$ cat config.mk
export PLATFORM = sky130hd
export DESIGN_NAME = alu_seq
export DESIGN_NICKNAME = d
export VERILOG_FILES = /design/src/rtl/alu_seq.sv
export SDC_FILE = /design/constraint.sdc
export NUM_CORES = 1
export LEC_CHECK = 0
export BUFFER_PORTS_ARGS = -buffer_cell sky130_fd_sc_hd__buf_2
export CAP_MARGIN = 10
export CORE_MARGIN = 2
export CORE_UTILIZATION = 55
export DETAILED_ROUTE_END_ITERATION = 8
export PLACE_DENSITY = 0.83
export SYNTH_ARGS = -nofsm -noshare
export SYNTH_HDL_FRONTEND = slang
export SYNTH_SLANG_ARGS = --single-unit
export TNS_END_PERCENT = 100
$ cat constraint.sdc
create_clock -name clk -period 3.19 [get_ports clk]
set_clock_uncertainty 0.15 [all_clocks]
set_input_delay 0.319 -clock clk [delete_from_list [all_inputs] [get_ports clk]]
set_output_delay 0.319 -clock clk [all_outputs]
set_load 0.02 [all_outputs]
$ cat src/rtl/alu_seq.sv
// Sequential ALU: single-cycle logic/arith ops, iterative bit-serial shifts and shift-add multiply.
// Result and flags are registered and change only when an operation completes.
module alu_seq #(
    parameter int WIDTH   = 8,
    parameter int SHAMT_W = 3
) (
    input  logic               clk,
    input  logic               rst_n,
    input  logic               start,
    input  logic               halt,
    input  logic [3:0]         op_code,
    input  logic               zero_store,
    input  logic [WIDTH-1:0]   input_0,
    input  logic [WIDTH-1:0]   input_1,
    input  logic [SHAMT_W-1:0] shamt,
    output logic               busy,
    output logic               done,
    output logic [WIDTH-1:0]   result,
    output logic               zero_flag,
    output logic               parity_flag,
    output logic               not_equal,
    output logic               carry_flag
);

    localparam int CNT_W = (SHAMT_W > 6) ? SHAMT_W : 6;

    typedef enum logic [1:0] {IDLE, RUN, DONE} state_t;

    state_t             state_q, state_d;
    logic [CNT_W-1:0]   cnt_q, cnt_d;
    logic [3:0]         op_q, op_d;
    logic               ne_pend_q, ne_pend_d;
    logic [2*WIDTH-1:0] mcand_q, mcand_d;
    logic [WIDTH-1:0]   mplier_q, mplier_d;
    logic [2*WIDTH-1:0] acc_q, acc_d;
    logic [WIDTH-1:0]   sh_q, sh_d;
    logic [WIDTH-1:0]   result_q, result_d;
    logic               zero_q, zero_d;
    logic               par_q, par_d;
    logic               ne_q, ne_d;
    logic               carry_q, carry_d;

    logic               upd;
    logic [WIDTH-1:0]   new_res;
    logic               new_cy;
    logic               new_ne;
    logic [WIDTH:0]     sum;
    logic [2*WIDTH-1:0] acc_step;
    logic [WIDTH-1:0]   sh_step;
    logic               sh_out;

    always_ff @(posedge clk or negedge rst_n) begin
        if (!rst_n) begin
            state_q   <= IDLE;
            cnt_q     <= '0;
            op_q      <= '0;
            ne_pend_q <= 1'b0;
            mcand_q   <= '0;
            mplier_q  <= '0;
            acc_q     <= '0;
            sh_q      <= '0;
            result_q  <= '0;
            zero_q    <= 1'b0;
            par_q     <= 1'b0;
            ne_q      <= 1'b0;
            carry_q   <= 1'b0;
        end else begin
            state_q   <= state_d;
            cnt_q     <= cnt_d;
            op_q      <= op_d;
            ne_pend_q <= ne_pend_d;
            mcand_q   <= mcand_d;
            mplier_q  <= mplier_d;
            acc_q     <= acc_d;
            sh_q      <= sh_d;
            result_q  <= result_d;
            zero_q    <= zero_d;
            par_q     <= par_d;
            ne_q      <= ne_d;
            carry_q   <= carry_d;
        end
    end

    always_comb begin
        state_d   = state_q;
        cnt_d     = cnt_q;
        op_d      = op_q;
        ne_pend_d = ne_pend_q;
        mcand_d   = mcand_q;
        mplier_d  = mplier_q;
        acc_d     = acc_q;
        sh_d      = sh_q;
        result_d  = result_q;
        zero_d    = zero_q;
        par_d     = par_q;
        ne_d      = ne_q;
        carry_d   = carry_q;
        upd       = 1'b0;
        new_res   = '0;
        new_cy    = 1'b0;
        new_ne    = ne_pend_q;

        sum      = {1'b0, input_0} + {1'b0, input_1};
        acc_step = acc_q + (mplier_q[0] ? mcand_q : '0);
        if (op_q == 4'd5) begin
            sh_step = sh_q << 1;
            sh_out  = sh_q[WIDTH-1];
        end else begin
            sh_step = sh_q >> 1;
            sh_out  = sh_q[0];
        end

        case (state_q)
            IDLE: begin
                if (start) begin
                    new_ne    = (input_0 != input_1);
                    ne_pend_d = new_ne;
                    if (halt) begin
                        upd     = 1'b1;
                        state_d = DONE;
                    end else begin
                        case (op_code)
                            4'd5, 4'd6: begin
                                if (shamt == '0) begin
                                    upd     = 1'b1;
                                    new_res = input_1;
                                    state_d = DONE;
                                end else begin
                                    op_d    = op_code;
                                    cnt_d   = CNT_W'(shamt);
                                    sh_d    = input_1;
                                    state_d = RUN;
                                end
                            end
                            4'd8: begin
                                op_d     = op_code;
                                cnt_d    = CNT_W'(WIDTH);
                                mcand_d  = {{WIDTH{1'b0}}, input_0};
                                mplier_d = input_1;
                                acc_d    = '0;
                                state_d  = RUN;
                            end
                            default: begin
                                upd     = 1'b1;
                                state_d = DONE;
                                case (op_code)
                                    4'd0: new_res = input_0 & input_1;
                                    4'd1: new_res = input_0 | input_1;
                                    4'd2: begin
                                        new_res = sum[WIDTH-1:0];
                                        new_cy  = sum[WIDTH];
                                    end
                                    4'd3: begin
                                        new_res = input_0 - input_1;
                                        new_cy  = (input_0 < input_1);
                                    end
                                    4'd4: new_res = input_0 ^ input_1;
                                    4'd7: new_res = zero_store ? input_1 : input_0;
                                    default: new_res = '0;
                                endcase
                            end
                        endcase
                    end
                end
            end
            RUN: begin
                if (halt) begin
                    state_d = IDLE;
                    cnt_d   = '0;
                end else begin
                    cnt_d = cnt_q - CNT_W'(1);
                    if (op_q == 4'd8) begin
                        acc_d    = acc_step;
                        mcand_d  = mcand_q << 1;
                        mplier_d = mplier_q >> 1;
                        new_res  = acc_step[WIDTH-1:0];
                        new_cy   = |acc_step[2*WIDTH-1:WIDTH];
                    end else begin
                        sh_d    = sh_step;
                        new_res = sh_step;
                        new_cy  = sh_out;
                    end
                    if (cnt_q == CNT_W'(1)) begin
                        upd     = 1'b1;
                        state_d = DONE;
                    end
                end
            end
            default: state_d = IDLE;
        endcase

        if (upd) begin
            result_d = new_res;
            zero_d   = (new_res == '0);
            par_d    = ^new_res;
            carry_d  = new_cy;
            ne_d     = new_ne;
        end
    end

    always_comb begin
        busy        = (state_q != IDLE);
        done        = (state_q == DONE);
        result      = result_q;
        zero_flag   = zero_q;
        parity_flag = par_q;
        not_equal   = ne_q;
        carry_flag  = carry_q;
    end

endmodule

* After elaboration in Yosys (flattened, before gate mapping) *
Index checks and enable logic that the tools add are counted.

word-level totals
  logic and storage cells = 132
  flip-flop bits (word level) = 73
  output and inout bits = 14
  bits of input ports = 28

cells by class
  reduce and logical (&&, ||, !) cells = 16
  bitwise logic cells = 4
  add/sub/neg operators = 4
  muxes and demuxes = 68
  equality and inequality tests = 26
  order comparisons = 1

operator list
  operator                                                         number
  16-bit 2-to-1 mux                                                11
  8-bit 2-to-1 mux                                                 18
  16-bit one-hot mux with 2 select lines                           2
  8-bit one-hot mux with 2 select lines                            4
  8-bit one-hot mux with 6 select lines                            1
  6-bit 2-to-1 mux                                                 4
  6-bit one-hot mux with 2 select lines                            2
  4-bit by 3-bit == test with 1-bit output, second input constant  5
  16-bit adder                                                     1
  2-bit != test, second input constant                             7
  1-bit 2-to-1 mux                                                 13
  2-bit 2-to-1 mux                                                 5
  5-bit AND reduction                                              2
  8-bit by 8-bit adder with 9-bit output                           1
  8-bit bitwise AND                                                1
  4-bit by 2-bit == test with 1-bit output, second input constant  2
  4-bit == test, second input constant                             2
  8-bit logical NOT                                                1
  8-bit < comparator                                               1
  8-bit != test                                                    1
  8-bit OR                                                         1
  1-bit one-hot mux with 2 select lines                            4
  2-bit one-hot mux with 2 select lines                            2
  4-bit one-hot mux with 2 select lines                            1
  other kinds (23)                                                 27

* Logic depth before layout (Yosys ltp) *
  word-level depth = 7
  depth in mapped cells = 16
  depth with buffers taken out = 15

* Least setup slack after synthesis *
OpenSTA, ideal clock, no wires.

  path kind = flip-flop to flip-flop
  start = register mplier_q[0]
  end = register par_q, in the netlist parity_flag
  path buffers = 1
  library setup time = 0.127 ns
  data required time = 2.913 ns
  arrival = 2.839 ns
  slack = 0.073 ns
  clock period less this slack = 3.117 ns
  stages on the path, launching flop included = 17
  cells stage by stage = dfrtp_1 -> clkbuf_1 -> and2_1 -> ha_1 -> inv_1 -> fa_1 -> nor2b_1 -> o21a_1 -> nor2_1 -> xnor2_1 -> nor2_1 -> a211oi_1 -> nor2_1 -> ha_1 -> xnor2_1 -> xnor2_1 -> o21ai_0

between the ends
  longest elaborated chain between the ends = 6

RTL lines
  what                                   RTL line  source
  start, declared                        34        logic [WIDTH-1:0] mplier_q, mplier_d;
  start signal, assigned                 73        mplier_q <= mplier_d;
  16-bit 2-to-1 mux                      104       acc_step = acc_q + (mplier_q[0] ? mcand_q : '0);
  16-bit adder                           104
  8-bit 2-to-1 mux                       172       if (op_q == 4'd8) begin
  8-bit 2-to-1 mux                       167       if (halt) begin
  8-bit one-hot mux with 2 select lines  113       case (state_q)
  8-bit XOR reduction                    195       par_d = ^new_res;
  end signal, assigned                   78        par_q <= par_d;
  end, declared                          39        logic par_q, par_d;

Every way passes these cells.
A chain may end at the register's enable or synchronous reset.

* Worst setup path in the final report *
Ends and elaborated chain as after synthesis.

==> results.txt <==
outcome - finished, violations left
violated checks - hold timing
Register Area - 0.00183 mm2
DIE AREA - 0.0111 mm2
Synth top cells by count - dfrtp_1 (73), nand2_1 (59), nor2_1 (47)
Peak VDD IR - 0.328 mV
RePlAce Congestion - 0.931
Final period util - 98.0%
vias post-DR - 5162
number of global-route vias before repair - 5063
Synth Cell Area - 0.00564 mm2
Synthesized Nets - 703
area of the multi-input gates - 0.00369 mm2
GRT Total Usage - 29.4%
reg-to-reg endpoint - parity_flag$_DFFE_PN0P_
Rel. slew slack - 39.3%
CP max stage delay - 0.45 ns
FILL cells - 764
Worst Setup Start Kind - register
Synth Register Bits - 73
core area - 0.00986 mm2
CP startpoint - mplier_q[0]$_DFFE_PN0P_
Net Sw Frac - 35.5%
MaxCap Viol Count - 0
Clk Latency, worst-skew pair - 0.36 ns
Data required, critical path - 3.30 ns
ranking of synthesized cells by area - dfrtp_1 (32%), ha_1 (10%), nand2_1 (3.9%), a21oi_1 (3.8%), a22o_1 (3.4%)
syn_area_per_cell - 9.00 um2
pin count of the biggest net entering global routing - 74
Post-Synthesis Cells - 626
CTS root buf - clkbuf_8
RR Startpoint - mplier_q[0]$_DFFE_PN0P_
Top-Level Pins - 42
Via density - 6.26
area share of the leading cell type in the synthesized netlist - 32.4%
Wirelength per Cell - 19.1 um
sequential fraction of the synthesis area - 32.4%
clock sinks - 73
Crit-path slowest cell - dfrtp_2
largest family of logic cells by synthesized area - compound AO/OA/AOI/OAI gates
die width - 105 um
Post-synth EDFFs - 0
area share of fa/ha/maj cells after synthesis - 11.3%
gr ovfl total - 0
Final Setup Violations - 0
DR iter-0 viols - 376
die height - 105 um
simple-gate share of the synthesized area - 18.0%
placed inst area - 0.00614 mm2
crit path cell chain - and2_1 > ha_1 > buf_4 > and3_1 > a21oi_2 > nand2_1 > nor2_2 > xnor2_2 > o21ai_1 > o221a_2 > ha_4 > xnor2_2 > xnor2_1 > o21ai_1
RSZ-0062 raised after global routing - true
end of the critical path - parity_flag$_DFFE_PN0P_
Final Cell Area - 0.00656 mm2
TritonCTS buffer count - 9
ys async rst share - 100%
P_int - 1.88 mW
initial antenna violation count - 0
Main synth FF type - dfrtp_1
synthesis-to-finish area growth - 16.3%
clock share of power - 25.9%
Placement Rows - 36
crit path DAT - 3.23 ns
minimum clock period - 3.13 ns
area leader, netlist - dfrtp_1
ANT cells - 0
Post-Synth XOR/XNOR Area - 3.42%
# port buffers - 41
Logic pwr share - 31.3%
hold_buf cts - 0
post-synthesis mux area share - 4.86%
number of buffers on the longest clock path - 2
Pre-antenna DRT Iters - 5
Worst-path clk slew - 0.08 ns
Netlist cell types - 78
Crit. End Element - register
FF-to-FF path depth - 14
layout cells sized above 1 - 23.7%
worst slew pin tran - 0.911 ns
Synth Area in Compound Gates - 24.6%
Leak - 3.02 nW
Overall Power - 2.92 mW
internal reg-to-reg setup slack - 0.06 ns
Seq pwr share - 42.8%
synth warn - 0
Routed WL - 15.8 mm
P_sw - 1.04 mW
H-tree depth - 3
Final Hold Viols - 8
# nets final - 764
CTS tree - built
DR DRC count - 0
Achievable Freq - 0.320 GHz
Critical Path Fanout Max - 6
Initial Utilization - 57.1%
Hold Crit Class - input port to asynchronous set/reset pin
WS Path Type - register to register
antenna-violating nets left - 0
Slew Viols, Final - 0
first-pass GRT wire length - 25.7 mm
WHS - -0.00255 ns
PD cells - 445 mW/mm2
Post-DP HPWL - 11.7 mm
most frequent cell after synthesis - dfrtp_1
## worst min path at each step
stage | end | slack, ns | cells past startpoint
global route | mcand_q[5]$_DFFE_PN0P_ | 0.09 | 2
global placement | not_equal$_DFFE_PN0P_ | 0.31 | 2
CTS | mcand_q[14]$_DFFE_PN0P_ | 0.05 | 2
finish | mcand_q[8]$_DFFE_PN0P_ | -0.003 | 2
detailed placement | not_equal$_DFFE_PN0P_ | 0.31 | 2
floorplan | acc_q[0]$_DFFE_PN0P_ | -0.13 | 0
## power by group through the flow
stage / clock, mW / sequential, mW / combinational [mW]
after floorplan: 0 / 1.25 / 0.551
after global routing: 0.810 / 1.27 / 1.00
final: 0.755 / 1.25 / 0.912
after CTS: 0.767 / 1.24 / 0.880
after global placement: 0 / 1.25 / 0.840
after detailed placement: 0 / 1.26 / 0.863
## flip-flops by register name, summed over array words and instances, names as in the netlist
signal	flops
parity_flag	1
mcand_q	16
state_q	2
zero_flag	1
ne_pend_q	1
mplier_q	8
not_equal	1
result	8
op_q	4
acc_q	16
cnt_q	6
carry_flag	1
sh_q	8
## cells in the final DEF, fill, tap and decap left out, types with 5 or more instances in the layout
master / instances
buf_4: 42
o21bai_1: 6
nand2b_1: 6
nand2_1: 58
nor3_1: 9
mux2_2: 11
and2_1: 13
clkbuf_8: 10
nor2b_1: 6
a21o_1: 8
inv_1: 36
a21oi_2: 6
a221o_1: 12
o31ai_1: 5
nor2_2: 6
mux2i_1: 15
dfrtp_1: 72
ha_1: 42
nand3_1: 8
a211oi_1: 9
xnor2_1: 15
a21oi_1: 40
buf_2: 41
o21ai_0: 26
o21ai_1: 11
a22o_1: 22
nor2_1: 45
## routing by layer
layer | up-vias | global-route usage (%) | routed length (um)
met5 | - | 0 | 0
met4 | 0 | 12.3 | 609
met3 | 55 | 6.37 | 941
met2 | 194 | 49.5 | 7790
met1 | 2519 | 36.4 | 6450
li1 | 2394 | - | -
## critical path: cells and delay by family, from the launching register on
kind | cells | cell delay [ns]
DFF | 1 | 0.45
xor gates and xnor gates | 3 | 0.40
buffers and inverters | 1 | 0.17
adders and majority gates | 2 | 0.55
AOI/OAI and AO/OA | 4 | 0.66
and+or+nand+nor | 4 | 0.64
## area by class of cell
cell class | count | share of cell area (%)
Multi-Input combinational cell | 482 | 56.3
Sequential cell | 73 | 27.9
Timing Repair Buffer | 83 | 7.94
Tap cell | 133 | 2.54
Inverter | 38 | 2.25
Clock buffer | 11 | 2.16
Clock inverter | 5 | 0.954
## logic make-up (layout without fill, tap and decap cells)
kind of cell    count (synthesis)  count (layout)
fa+ha+maj                      49              49
mux                            26              26
compound gates                195             195
buf+inv                        71             137
flops                          73              73
simple gates                  190             190
xor+xnor                       22              22
## repair_timing
action	in CTS	in global routing
setup endpoints to repair	1	4
gates resized for setup	8	29
cloned	0	0
setup buffers	2	3
pin swaps	2	17
## stage by stage
step	std cells	setup TNS [ns]	setup WS, ns	util, %	hold slack, ns
floorplan	626	0	0.0735	-	-0.127
global placement	804	0	0.0285	62.2	0.305
detailed placement	804	-0.0471	-0.0471	62.2	0.314
CTS	822	0	0.0194	64.8	0.0514
global route	825	-0.0727	-0.0560	66.5	0.0858
finish	825	0	0.0631	66.5	-0.00255
(Power assumes the default switching activity.)
